$ cat src/rtl/conv_pkg.sv
// Shared constants for the averaging converter: sample width, FSM encoding
// and the accumulator width helper.
package conv_pkg;

    localparam int W = 8;

    localparam logic [1:0] IDLE = 2'd0;
    localparam logic [1:0] ACK  = 2'd1;
    localparam logic [1:0] ACC  = 2'd2;

    // Worst-case sum NSAMP*255 fits in W+log2(NSAMP) bits.
    function automatic int acc_width(input int nsamp);
        return W + $clog2(nsamp);
    endfunction

endpackage

$ cat src/rtl/sample_acc.sv
// Sample accumulator: running sum and sample count for one conversion.
// next_sum already includes the sample being presented this cycle.
module sample_acc
    import conv_pkg::*;
#(
    parameter int NSAMP = 4,
    localparam int AW = acc_width(NSAMP)
) (
    input  logic          clock,
    input  logic          reset,
    input  logic          clear,
    input  logic          enable,
    input  logic [W-1:0]  sample,
    output logic          last,
    output logic [AW-1:0] next_sum
);

    localparam int CW = (NSAMP > 1) ? $clog2(NSAMP) : 1;

    logic [AW-1:0] acc_q, acc_d;
    logic [CW-1:0] cnt_q, cnt_d;

    assign next_sum = acc_q + AW'(sample);
    assign last     = (cnt_q == CW'(NSAMP - 1));

    always_comb begin
        acc_d = acc_q;
        cnt_d = cnt_q;
        if (clear) begin
            acc_d = '0;
            cnt_d = '0;
        end else if (enable) begin
            acc_d = next_sum;
            cnt_d = last ? '0 : cnt_q + CW'(1);
        end
    end

    always_ff @(posedge clock) begin
        if (reset) begin
            acc_q <= '0;
            cnt_q <= '0;
        end else begin
            acc_q <= acc_d;
            cnt_q <= cnt_d;
        end
    end

endmodule

$ cat src/rtl/conv_avg.sv
// Averaging converter answering a 4-phase soc/eoc handshake; outputs the
// truncated mean of NSAMP samples, clamped from below to MIN_OUT.
module conv_avg
    import conv_pkg::*;
#(
    parameter int NSAMP   = 4,
    parameter int MIN_OUT = 1
) (
    input  logic         clock,
    input  logic         reset,
    input  logic         soc,
    input  logic [W-1:0] sample,
    input  logic         sample_valid,
    output logic         eoc,
    output logic [W-1:0] numero
);

    localparam int LOG = $clog2(NSAMP);
    localparam int AW  = acc_width(NSAMP);
    localparam logic [W-1:0] MIN_V = W'(MIN_OUT);

    logic [1:0]    state_q, state_d;
    logic          eoc_q, eoc_d;
    logic [W-1:0]  numero_q, numero_d;
    logic          clear, enable, last, done;
    logic [AW-1:0] next_sum;
    logic [W-1:0]  mean, clamped;

    assign clear   = (state_q == ACK) && !soc;
    assign enable  = (state_q == ACC) && sample_valid;
    assign done    = enable && last;
    assign mean    = W'(next_sum >> LOG);
    assign clamped = (mean < MIN_V) ? MIN_V : mean;

    sample_acc #(.NSAMP(NSAMP)) u_acc (
        .clock    (clock),
        .reset    (reset),
        .clear    (clear),
        .enable   (enable),
        .sample   (sample),
        .last     (last),
        .next_sum (next_sum)
    );

    always_ff @(posedge clock) begin
        if (reset) begin
            state_q  <= IDLE;
            eoc_q    <= 1'b1;
            numero_q <= MIN_V;
        end else begin
            state_q  <= state_d;
            eoc_q    <= eoc_d;
            numero_q <= numero_d;
        end
    end

    // soc seen in ACC is a protocol violation and is deliberately ignored.
    always_comb begin
        state_d = state_q;
        case (state_q)
            IDLE:    if (soc)  state_d = ACK;
            ACK:     if (!soc) state_d = ACC;
            ACC:     if (done) state_d = IDLE;
            default: state_d = IDLE;
        endcase
    end

    always_comb begin
        eoc_d    = (state_d == IDLE);
        numero_d = numero_q;
        if (done) numero_d = clamped;
    end

    assign eoc    = eoc_q;
    assign numero = numero_q;

endmodule

$ cat config.mk
export PLATFORM = sky130hd
export DESIGN_NAME = conv_avg
export DESIGN_NICKNAME = d
export VERILOG_FILES = /design/src/rtl/conv_pkg.sv /design/src/rtl/sample_acc.sv /design/src/rtl/conv_avg.sv
export SDC_FILE = /design/constraint.sdc
export NUM_CORES = 1
export LEC_CHECK = 0
export CORE_MARGIN = 10
export CORE_UTILIZATION = 56
export DETAILED_ROUTE_END_ITERATION = 16
export PLACE_DENSITY_LB_ADDON = 0.08
export SYNTH_ARGS = -nofsm -noshare
export SYNTH_HDL_FRONTEND = slang
export SYNTH_SLANG_ARGS = --single-unit
$ cat constraint.sdc
create_clock -name clock -period 4.9 [get_ports clock]
set_clock_uncertainty 0.2 [all_clocks]
set_input_delay 0.98 -clock clock [delete_from_list [all_inputs] [get_ports clock]]
set_output_delay 0.98 -clock clock [all_outputs]
set_load 0.1 [all_outputs]
# Word level (Yosys, flattened, before mapping)
# Index checks and enable logic that the tools add are counted.
totals:
  regBits: 23
  in_bits: 12
  out_inout_bits: 9
  word_cells: 24
classes:
  addsub: 2
  magnitude_cmp: 1
  n_eq_ne: 3
  mux: 6
  n_reduce_logical: 7
op_table:
  columns: ["cell", "count"]
  rows:
  - ["adder 10 x 8 -> 10 bit", 1]
  - ["< comparator 8 x 1 -> 1 bit, second input constant", 1]
  - ["2-to-1 mux 2 bit", 4]
  - ["2-to-1 mux 8 bit", 1]
  - ["one-hot mux 2 bit (3 select lines)", 1]
  - ["equality test 2 bit, second input constant", 2]
  - ["zero test 2 bit", 2]
  - ["logical AND 1 bit", 3]
  - ["adder 2 x 1 -> 2 bit, second input constant", 1]
  - ["equality test 2 x 1 -> 1 bit, second input constant", 1]
  - ["OR reduction 2 bit", 1]
  - ["zero test 1 bit", 1]

# Longest topological paths before layout
depth:
  word_depth: 6
  mapped_depth: 8

# By module
# Synthesis repeated with hierarchy kept, for this count alone.
hier_totals:
  cells_unflattened: 162
  area_unflattened_um2: 1417.6
by_module_without_submodules:
  columns: ["mod", "instances", "cells_per_inst", "area_per_inst_um2", "seq_area_each_um2"]
  rows:
  - ["sample_acc", 1, 112, 982.2, 240.2]
  - ["conv_avg", 1, 50, 435.4, 220.2]

# Worst setup path after synthesis
# Ideal clock, no wire load.
synth_timing:
  kind: "input to register"
  start: "input sample[0]"
  end: "register numero_q[0], in the netlist numero[0]"
  setup_ps: 71
  arrival_time_ps: 2517
  path_slack_ps: 2112
  cell_stages: 8
  path_cell_list: "ha_1 fa_1 a21o_1 a21oi_1 xnor2_1 nor4_1 nand4_1 a21oi_1"
synth_between:
  elab_chain_len: 3
synth_lines:
  columns: ["item", "line", "text"]
  rows:
  - ["start, declared", "conv_avg.sv:12", "input logic [W-1:0] sample,"]
  - ["adder 10 x 8 -> 10 bit (*)", "sample_acc.sv:23", "assign next_sum = acc_q + AW'(sample);"]
  - ["< comparator 8 x 1 -> 1 bit", "conv_avg.sv:33", "assign clamped = (mean < MIN_V) ? MIN_V : mean;"]
  - ["2-to-1 mux 8 bit (*)", "conv_avg.sv:33", null]
  - ["end signal, assigned", "conv_avg.sv:53", "numero_q <= numero_d;"]
  - ["end, declared", "conv_avg.sv:24", "logic [W-1:0] numero_q, numero_d;"]
# Every way passes the cells marked *; elsewhere a longest branch is shown, timed or not.
# A chain may end at the register's enable or synchronous reset.

# Final worst setup path
# Ends and elaborated chain as after synthesis.

==> metrics <==
clock sink count 23; vias in the first global route roughly 1200; core area roughly 2200 sq um; post_cts resized 0; Clock Latency Late Sink 0.31 ns; Initial Util between 50% and 60%; crit path kind primary input to flip-flop; top area cells in the synthesized netlist dfxtp_1, ha_1, nand2_1; CTS clk-pin slew, worst paths roughly 0.13 ns; YS warnings 0; Synth cell types 40; Reg2Reg Setup Slack 2.61 ns; HP Class flip-flop to flip-flop; top-count cell post-synth nand2_1; Req. time, crit path around 5.0 ns; GR Layer Usage met1 16.73%; TritonCTS clock tree yes; Final ANT Viol Nets 0; Die W ~68 um; status complete, no violations; drt wl/cell ~14 um; fin nets 200; routability cong. a little under 0.9; max frequency roughly 0.33 GHz; CTS buffer count 3; Fillers a little over 200; Final period util 61.96%; Syn Inst Count 160; sequential share of the synthesized area 35.15%; largest area contributor in the netlist dfxtp_1; # placed instances around 200; grt met2 use between 20% and 30%; final WL around 3000 um; worst reg2reg endpoint numero[0]$_SDFFE_PP1P_; via count ~1200; hold_buf cts 0; critical path data arrival time 3.09 ns; CTS max path bufs 2; Post-Syn Area approximately 1300 sq um; Global Route met3 Usage under 10%; layout cells sized above 1 between 5 and 6%; synthesized flop and latch total 23; setup violators final 0; ys flop type dfxtp_1; busiest grt layer met2; most instantiated cells after synthesis nand2_1, dfxtp_1, a21oi_1, nor2_1, ha_1; Inserted Diodes 0; die height around 68 um; final hold vios 0; hold path cells 2; Worst-Margin Slew about 0.97 ns; drt first-iter violations 47; Total GRT Usage about 14%; Leak about 0.6 nW; Mean Syn Cell Area 8.188 sq um; # Post-CTS Setup Buffers 0; Fin Setup TNS 0 ns; multi-input logic area around 800 sq um; Residual DRC 0; Std-Cell Rows 17; io pins 21; critical path startpoint category primary input; max-capacitance violation count 0; CP Capture Type flip-flop; drt pass-1 iters 4; Slew HR 35.11%; initial antenna violation count 0; Pwr Density about 220 nW/um^2; Die ar. 4674 sq um; Tmin final roughly 3.0 ns; hold endpoint numero[2]$_SDFFE_PP0P_; unrepaired setup endpoints after global routing no; Slew Limit Fails 0; worst r2r src u_acc.acc_q[0]$_SDFFE_PP0P_; register area about 460 sq um; syn_nets 182; Post-DP HPWL 2282 um; clk root buf clkbuf_4; # port buffers 20; CP max FO 3; Area Growth Syn to Fin 16.81%; Reg2Reg Depth 8; pin count of the biggest net entering global routing 14; vias per inst 5.746; Hold Crit Start numero[2]$_SDFFE_PP0P_; ys async rst share 0%; global-route wire length before repair just over 5000 um; Post-Layout Cell Count 205; post-synth top area share between 30% and 40%; maximum VDD drop between 0.00015 and 0.0002 V; grt total ovfl 0; Post-synth EDFFs 0; H-tree depth 1
==> registers in the layout (all words and copies together) (netlist names) <==
register / count
u_acc.acc_q: 10
numero: 8
state_q: 2
u_acc.cnt_q: 2
eoc: 1
==> layer usage <==
| layer | wire [um] | vias up |
|---|---|---|
| met3 | 149 | 6 |
| met4 | 46 | 0 |
| met5 | 0 | - |
| met2 | 1440 | 34 |
| li1 | - | 602 |
| met1 | 1288 | 536 |
==> kinds of logic (layout without fill, tap and decap cells) <==
family	Yosys count	in the layout	synth area share, %
and+or+nand+nor	71	71	26.36
xor gates and xnor gates	7	7	4.680
DFF	23	23	35.15
AOI/OAI and AO/OA	39	39	19.10
muxes	1	1	0.7641
adders and majority gates	10	10	10.12
buffers and inverters	9	26	3.821
==> placed cells by master, fill, tap and decap left out, drive strengths merged, types with 4 or more instances in the layout <==
cell type	instances
nand2	30
dfxtp	23
a21oi	22
clkdlybuf4s50	20
nor2	13
ha	9
xnor2	5
nand3	5
nor3b	4
nor3	4
o21ai	4
==> critical path, stage by stage <==
cell             delay (ns)
clkdlybuf4s50_1        0.40
ha_1                   0.23
fa_1                   0.43
a21o_1                 0.20
a21oi_1                0.17
xnor2_1                0.12
nor4_1                 0.30
nand4_1                0.13
a21oi_1                0.13
==> area by class of cell <==
cell class,count,share of cell area (%)
timing repair buffer,20,13.08
tap,28,2.289
clock buffer,3,1.472
inverter,2,0.4906
multi-input combinational,128,52.25
clock inverter,1,0.3271
sequential,23,30.09
==> stage by stage <==
stage / cell area [sq um] / utilization, % / worst slack (ns) / hold WS (ns) / total power [mW]
floorplan: 1310 / - / 2.112 / 0.2226 / 0.2331
global placement: 1503 / 67.93 / 1.602 / 0.2402 / 0.2481
detailed placement: 1503 / 67.93 / 1.563 / 0.2500 / 0.2497
CTS: 1530 / 69.17 / 1.886 / 0.2682 / 0.3398
global route: 1530 / 69.17 / 1.651 / 0.2852 / 0.3537
finish: 1530 / 69.17 / 1.864 / 0.2627 / 0.3359
==> power by group <==
group | switching (mW) | internal, mW
clock | 0.0593 | 0.0306
sequential | 0.00142 | 0.190
combinational | 0.0319 | 0.0227
==> how the worst max path moves through the flow <==
stage / start / to / cells after the start
after global placement: sample[0] / numero[0]$_SDFFE_PP1P_ / 9
final: sample[0] / numero[0]$_SDFFE_PP1P_ / 9
after CTS: numero[0]$_SDFFE_PP1P_ / numero[0] / 1
after detailed placement: sample[0] / numero[0]$_SDFFE_PP1P_ / 9
after global routing: sample[0] / numero[0]$_SDFFE_PP1P_ / 9
after floorplan: sample[0] / numero[0]$_SDFFE_PP1P_ / 8
Power figures use the tool's default switching activity.
